**src/rtl/cpu_pkg.sv**
```systemverilog
`default_nettype none
// +--------------------------------------------------------------------------+
// | Module      : cpu_pkg                                                    |
// | Description : Shared definitions for the multi-cycle CPU sequencer:      |
// |               3-bit state encoding, reset PC default and the bit         |
// |               positions of the decoder instruction-class flag vector.    |
// | Revision    : 1.0 - initial release                                      |
// +--------------------------------------------------------------------------+
package cpu_pkg;

  // Sequencer state encoding (3 bits)
  typedef logic [2:0] state_t;

  localparam state_t c_st_idle   = 3'd0;
  localparam state_t c_st_fetch  = 3'd1;
  localparam state_t c_st_decode = 3'd2;
  localparam state_t c_st_exec   = 3'd3;
  localparam state_t c_st_mem    = 3'd4;
  localparam state_t c_st_wb     = 3'd5;
  localparam state_t c_st_halt   = 3'd6;

  // Default program counter after reset / start
  localparam logic [31:0] c_reset_pc = 32'h0000_0000;

  // Bit positions inside the instruction-class flag vector
  localparam int c_cls_load   = 0;
  localparam int c_cls_store  = 1;
  localparam int c_cls_branch = 2;
  localparam int c_cls_halt   = 3;
  localparam int c_cls_w      = 4;

endpackage
`default_nettype wire

```
**src/rtl/mem_wait_timer.sv**
```systemverilog
`default_nettype none
// +--------------------------------------------------------------------------+
// | Module      : mem_wait_timer                                             |
// | Description : 4-bit wait counter shared by the instruction and data      |
// |               memory handshakes. Counts cycles a request waits without   |
// |               an ack and flags a timeout on the last allowed cycle.      |
// | Ports       : clk, rst_n  - clock, async active-low reset                |
// |               clr         - clear counter (state is changing)            |
// |               active      - a memory request is outstanding              |
// |               ack         - ack of the memory currently being waited on  |
// |               timeout     - request has waited MAX_WAIT cycles, no ack   |
// | Revision    : 1.0 - initial release                                      |
// +--------------------------------------------------------------------------+
module mem_wait_timer #(
  parameter int unsigned MAX_WAIT = 15
) (
  input  logic clk,
  input  logic rst_n,
  input  logic clr,
  input  logic active,
  input  logic ack,
  output logic timeout
);

  // The counter holds the number of unacknowledged cycles already elapsed,
  // so the MAX_WAIT-th waiting cycle is the one where it equals MAX_WAIT-1.
  localparam logic [3:0] c_last = 4'(MAX_WAIT - 1);

  logic [3:0] r_cnt;

  always_ff @(posedge clk or negedge rst_n) begin
    if (!rst_n) begin
      r_cnt <= 4'd0;
    end else if (clr) begin
      r_cnt <= 4'd0;
    end else if (active && !ack) begin
      r_cnt <= r_cnt + 4'd1;
    end
  end

  // An ack in the comparing cycle suppresses the timeout.
  assign timeout = active && !ack && (r_cnt == c_last);

endmodule
`default_nettype wire

```
**src/rtl/cpu_sequencer.sv**
```systemverilog
`default_nettype none
// +--------------------------------------------------------------------------+
// | Module      : cpu_sequencer                                              |
// | Description : Multi-cycle control unit. Owns the PC and sequences the    |
// |               datapath through FETCH/DECODE/EXEC/MEM/WB with stallable   |
// |               instruction and data memory handshakes.                    |
// | Ports       : clk, rst_n          - clock, async active-low reset        |
// |               start               - leave IDLE/HALT, restart at RESET_PC |
// |               imem_*              - instruction fetch handshake          |
// |               ir, id_en           - instruction and decode enable        |
// |               is_load/store/branch/halt - decoder class flags            |
// |               branch_taken/target - ALU branch result                    |
// |               alu_en              - ALU enable                           |
// |               dmem_req/we/ack     - data memory handshake                |
// |               reg_we              - register file write enable           |
// |               pc, busy, halted, fault, retired - status                  |
// | Revision    : 1.0 - initial release                                      |
// +--------------------------------------------------------------------------+
module cpu_sequencer
  import cpu_pkg::*;
#(
  parameter logic [31:0] RESET_PC = c_reset_pc,
  parameter logic [31:0] PC_STEP  = 32'd1,
  parameter int unsigned MAX_WAIT = 15
) (
  input  logic        clk,
  input  logic        rst_n,
  input  logic        start,
  output logic        imem_req,
  output logic [31:0] imem_addr,
  input  logic        imem_ack,
  input  logic [31:0] imem_rdata,
  output logic [31:0] ir,
  output logic        id_en,
  input  logic        is_load,
  input  logic        is_store,
  input  logic        is_branch,
  input  logic        is_halt,
  input  logic        branch_taken,
  input  logic [31:0] branch_target,
  output logic        alu_en,
  output logic        dmem_req,
  output logic        dmem_we,
  input  logic        dmem_ack,
  output logic        reg_we,
  output logic [31:0] pc,
  output logic        busy,
  output logic        halted,
  output logic        fault,
  output logic [31:0] retired
);

  state_t              r_state;
  state_t              w_state_next;

  logic [31:0]         r_pc;
  logic [31:0]         r_ir;
  logic [31:0]         r_retired;
  logic [31:0]         r_br_target;
  logic                r_fault;
  logic                r_is_mem;
  logic                r_is_store;
  logic                r_is_branch;
  logic                r_br_taken;

  logic [c_cls_w-1:0]  w_cls;
  logic                w_timer_active;
  logic                w_timer_ack;
  logic                w_timer_clr;
  logic                w_timeout;

  assign w_cls[c_cls_load]   = is_load;
  assign w_cls[c_cls_store]  = is_store;
  assign w_cls[c_cls_branch] = is_branch;
  assign w_cls[c_cls_halt]   = is_halt;

  // One timer serves both handshakes; only one of FETCH/MEM is ever active.
  assign w_timer_active = (r_state == c_st_fetch) || (r_state == c_st_mem);
  assign w_timer_ack    = (r_state == c_st_fetch) ? imem_ack : dmem_ack;
  // Clearing on every state change leaves the counter at zero on entry.
  assign w_timer_clr    = (w_state_next != r_state);

  mem_wait_timer #(
    .MAX_WAIT (MAX_WAIT)
  ) u_wait_timer (
    .clk     (clk),
    .rst_n   (rst_n),
    .clr     (w_timer_clr),
    .active  (w_timer_active),
    .ack     (w_timer_ack),
    .timeout (w_timeout)
  );

  // ---------------------------------------------------------------- state reg
  always_ff @(posedge clk or negedge rst_n) begin
    if (!rst_n) begin
      r_state <= c_st_idle;
    end else begin
      r_state <= w_state_next;
    end
  end

  // --------------------------------------------------------------- next state
  always_comb begin
    w_state_next = r_state;
    case (r_state)
      c_st_idle: begin
        if (start) w_state_next = c_st_fetch;
      end
      c_st_fetch: begin
        if (imem_ack)       w_state_next = c_st_decode;
        else if (w_timeout) w_state_next = c_st_halt;
      end
      c_st_decode: begin
        if (w_cls[c_cls_halt]) w_state_next = c_st_halt;
        else                   w_state_next = c_st_exec;
      end
      c_st_exec: begin
        if (r_is_mem) w_state_next = c_st_mem;
        else          w_state_next = c_st_wb;
      end
      c_st_mem: begin
        if (dmem_ack)       w_state_next = c_st_wb;
        else if (w_timeout) w_state_next = c_st_halt;
      end
      c_st_wb: begin
        w_state_next = c_st_fetch;
      end
      c_st_halt: begin
        if (start) w_state_next = c_st_fetch;
      end
      default: begin
        w_state_next = c_st_idle;
      end
    endcase
  end

  // ------------------------------------------------------------------ outputs
  // Decoded from state and registered flags only, so no ack-to-req path.
  always_comb begin
    imem_req = 1'b0;
    id_en    = 1'b0;
    alu_en   = 1'b0;
    dmem_req = 1'b0;
    dmem_we  = 1'b0;
    reg_we   = 1'b0;
    busy     = 1'b1;
    halted   = 1'b0;
    case (r_state)
      c_st_idle:   busy = 1'b0;
      c_st_fetch:  imem_req = 1'b1;
      c_st_decode: id_en = 1'b1;
      c_st_exec:   alu_en = 1'b1;
      c_st_mem: begin
        dmem_req = 1'b1;
        dmem_we  = r_is_store;
      end
      c_st_wb:     reg_we = !(r_is_store || r_is_branch);
      c_st_halt: begin
        busy   = 1'b0;
        halted = 1'b1;
      end
      default:     busy = 1'b0;
    endcase
  end

  // ----------------------------------------------------- pc / ir / status regs
  always_ff @(posedge clk or negedge rst_n) begin
    if (!rst_n) begin
      r_pc        <= RESET_PC;
      r_ir        <= 32'd0;
      r_retired   <= 32'd0;
      r_br_target <= 32'd0;
      r_fault     <= 1'b0;
      r_is_mem    <= 1'b0;
      r_is_store  <= 1'b0;
      r_is_branch <= 1'b0;
      r_br_taken  <= 1'b0;
    end else begin
      case (r_state)
        c_st_idle: begin
          if (start) r_pc <= RESET_PC;
        end
        c_st_fetch: begin
          if (imem_ack)       r_ir    <= imem_rdata;
          else if (w_timeout) r_fault <= 1'b1;
        end
        c_st_decode: begin
          // Load/store outranks branch; halt never reaches these flags.
          r_is_mem    <= w_cls[c_cls_load] || w_cls[c_cls_store];
          r_is_store  <= w_cls[c_cls_store];
          r_is_branch <= w_cls[c_cls_branch] &&
                         !(w_cls[c_cls_load] || w_cls[c_cls_store]);
        end
        c_st_exec: begin
          r_br_taken <= r_is_branch && branch_taken;
          if (r_is_branch && branch_taken) r_br_target <= branch_target;
        end
        c_st_mem: begin
          if (!dmem_ack && w_timeout) r_fault <= 1'b1;
        end
        c_st_wb: begin
          r_pc      <= r_br_taken ? r_br_target : (r_pc + PC_STEP);
          r_retired <= r_retired + 32'd1;
        end
        c_st_halt: begin
          if (start) begin
            r_pc    <= RESET_PC;
            r_fault <= 1'b0;
          end
        end
        default: begin
        end
      endcase
    end
  end

  assign imem_addr = r_pc;
  assign pc        = r_pc;
  assign ir        = r_ir;
  assign retired   = r_retired;
  assign fault     = r_fault;

endmodule
`default_nettype wire

```
**config.mk**
```make
export PLATFORM = sky130hd
export DESIGN_NAME = cpu_sequencer
export DESIGN_NICKNAME = d
export VERILOG_FILES = /design/src/rtl/cpu_pkg.sv /design/src/rtl/mem_wait_timer.sv /design/src/rtl/cpu_sequencer.sv
export SDC_FILE = /design/constraint.sdc
export NUM_CORES = 1
export LEC_CHECK = 0
export BUFFER_PORTS_ARGS = -buffer_cell sky130_fd_sc_hd__clkbuf_2
export CORE_ASPECT_RATIO = 0.6
export CORE_UTILIZATION = 25
export CTS_BUF_LIST = sky130_fd_sc_hd__clkbuf_8
export DETAILED_ROUTE_END_ITERATION = 16
export GPL_TIMING_DRIVEN = 0
export SYNTH_ARGS = -nofsm -noshare
export SYNTH_HDL_FRONTEND = slang
export SYNTH_SLANG_ARGS = --single-unit
```
**constraint.sdc**
```tcl
create_clock -name clk -period 3 [get_ports clk]
set_clock_uncertainty 0.15 [all_clocks]
set_input_delay 0.45 -clock clk [delete_from_list [all_inputs] [get_ports clk]]
set_output_delay 0.45 -clock clk [all_outputs]
set_load 0.01 [all_outputs]
```
==> flow_summary.toml <==
[grt]
grt_pass1_wl_mm = 31.2
grt_pass1_vias = 5282
track_usage = 0.148
grt_max_degree = 80
grt-ovfl-total = 0
antenna_found_initial = 0

[drt]
drt_pass1_iterations = 5
via_per_inst = 4.62
wl_mm = 20.8
drt_iter0_markers = 440
drc = 0
routedWlPerCell_um = 16.8
ant_nets = 0
vias = 5730

[synth]
syn_inst = 635
synth_warnings = 0
ys_types = 56
syn_nets = 713
synth_seq_cells = 140
postSynth.asyncResetShare = 1.00
mappedNetlistArea_um2 = 6850
avgSynthCellArea_um2 = 10.8
synth-seq-area-share = 0.512
synth_edf_count = 0
synth_ff_type = "dfrtp_1"

[cells_and_area]
nFillCells = 2744
drive_above_1_share = 0.403
final_area_um2 = 8870
num_antenna_cells = 0
area_delta_synth_final_pct = 29.5
nets = 946

[clocking]
clk_pin_slew_ps = 90
insertion_delay_ps = 490
htreeDepth = 4
cts_resized = 0
cts_tree = "built"
numCtsBuffers = 17
cts_max_path_buffers = 2
cts_root_buf = "clkbuf_8"
cts_num_sinks = 140

[placed_design]
dp_hpwl_mm = 15.7
placed_area_um2 = 8380
portBuffers = 210
gp_congestion = 0.813

[die]
fp-row-count = 46
boundaryPins = 211
dieWidth_um = 216
die_h_um = 130
dieArea_um2 = 28100
start_util = 0.257
core-area_um2 = 26600

[pwr]
ir_worst_vdd_mv = 0.319
power.leakage_uw = 0.00428
pwr-share-comb = 0.306
power.internal_uw = 4380
power.share.clock = 0.276
swShare = 0.344
seq_power_share = 0.418
switching_power_uw = 2300
power_density_nw_per_um2 = 753

[critical_path]
crit_fanout = 10
required_ps = 3180
start_kind = "register"
end_kind = "register"
arrival_ps = 3040
worstSetupPathType = "reg2reg"
regToRegSetupSlack_ps = 140

[sta]
max_slew_margin = -0.0149
fmax_mhz = 350
slew_violations = 1
post-route-min-period_ps = 2860
finalSetupViolCount = 0
fin_crit_sh = 0.953
worst_slew_pin_slew_ps = 1500
rsz0062_at_grt = "false"
final_hold_viol_count = 0
whs_ps = 46.2

[status]
outcome = "finished, violations left"
violations = "max-capacitance violations, max-slew violations"

[hold_path]
hp-class = "in2reg"

[job]
cap_violations = 1
==> power by group through the flow <==
stage	combinational [uW]	sequential, uW	clock (uW)
2_1_floorplan	1130	2840	0
3_3_place_gp	2010	2810	0
3_5_place_dp	2050	2830	0
4_1_cts	2050	2790	1900
5_1_grt	2250	2870	1980
6_report	2040	2790	1840
==> cell usage in the layout (no fill, tap or decap), types with 11 or more instances in the layout <==
cell        n
clkbuf_2  209
dfrtp_1   140
mux2_2     65
nand2_1    47
o21ai_0    39
nor2_1     34
buf_4      34
nand3_1    32
a21oi_1    23
xnor2_1    22
clkbuf_1   19
clkbuf_8   18
xor2_1     16
nor3_1     14
and3_1     13
nand4_1    13
a22oi_1    11
==> layer usage <==
| layer | global-route usage | part of all wire |
|---|---|---|
| met2 | 0.198 | 0.41 |
| met1 | 0.219 | 0.50 |
| met4 | 0.0392 | 0.0095 |
| met3 | 0.0529 | 0.084 |
| met5 | 0 | 0 |
==> cell usage after synthesis, drive strengths merged (3+ instances only) <==
master	number	area, um^2
a21oi	23	115
mux2i	3	30.0
xor2	16	140
o21ai	39	195
or4	3	22.5
mux2	65	732
a211o	3	26.3
nor2	34	128
a22oi	11	82.6
nor4	8	77.6
nand4	14	103
nor3b	5	37.5
o2bb2ai	3	26.3
inv	8	30.0
o31a	3	26.3
nor3	14	70.1
dfrtp	140	3500
and3	14	88.8
and2	10	62.6
ha	4	50.1
nor2b	6	37.5
a32oi	3	26.3
nand3	33	170
xnor2	22	193
nand2	47	176
o311ai	6	52.6
a31oi	4	25.0
clkbuf	19	71.3
and4	7	61.3
buf	41	282
nand2b	6	37.5
==> critical path, stage by stage (launching register included) <==
cell	delay, ps
dfrtp_1	360
buf_2	160
nand2b_1	200
o311ai_1	1210
nand2_1	250
o311ai_0	200
o311ai_0	190
==> worst paths after layout <==
check	startpoint	to	cells after the start
setup / recovery	r_state[2]	imem_addr[25]	6
hold / removal	branch_target[18]	r_br_target[18]	2
setup reg to reg	r_state[2]	imem_addr[25]	6
hold reg to reg	retired[31]	retired[31]	1
max in group asynchronous	rst_n	ir[29]	3
min in group asynchronous	rst_n	r_br_target[29]	2
==> layout make-up <==
| cell class | instances | area (um^2) | share of cell area |
|---|---|---|---|
| flip-flops and latches | 140 | 3500 | 0.395 |
| plain buffers | 60 | 353 | 0.0398 |
| inverters | 8 | 30.0 | 0.00339 |
| clock inverters | 13 | 225 | 0.0254 |
| clock buffers | 17 | 234 | 0.0264 |
| well taps | 360 | 450 | 0.0508 |
| repair buffers | 214 | 1110 | 0.125 |
| multi-input cells | 427 | 2960 | 0.334 |
==> cell families (layout without fill, tap and decap cells) <==
kind of cell	Yosys count	after routing	share of synthesized area
AOI/OAI and AO/OA	107	107	0.0980
xor gates and xnor gates	38	38	0.0486
adders and majority gates	4	4	0.00731
buffers and inverters	68	312	0.0559
DFF	140	140	0.512
muxes	68	68	0.111
and+or+nand+nor	210	210	0.167
==> timing repair <==
| item | 4_1_cts | 5_1_grt |
|---|---|---|
| hold buffers | 1 | 0 |
| endpoints found under the hold margin | 61 | 0 |
| setup buffers | 0 | 2 |
| endpoints found under the setup margin | 0 | 1 |
==> sequential cells by signal (all words and copies together), names as in the netlist <==
| signal | flops |
|---|---|
| r_is_branch | 1 |
| retired | 32 |
| r_br_taken | 1 |
| r_is_mem | 1 |
| r_is_store | 1 |
| fault | 1 |
| r_state | 3 |
| ir | 32 |
| imem_addr | 32 |
| u_wait_timer.r_cnt | 4 |
| r_br_target | 32 |
==> stage by stage <==
stage / util / setup TNS [ps] / power, uW / worst slack, ps / cells
after floorplan: - / 0 / 3970 / 799 / 635
after global placement: 0.313 / -169940 / 4810 / -1230 / 1205
after detailed placement: 0.315 / 0 / 4870 / 197 / 1206
after CTS: 0.332 / 0 / 6750 / 70.0 / 1237
after global routing: 0.333 / 0 / 7100 / 89.6 / 1239
final: 0.333 / 0 / 6680 / 141 / 1239
Note: power is estimated with default switching activity, not from simulation.
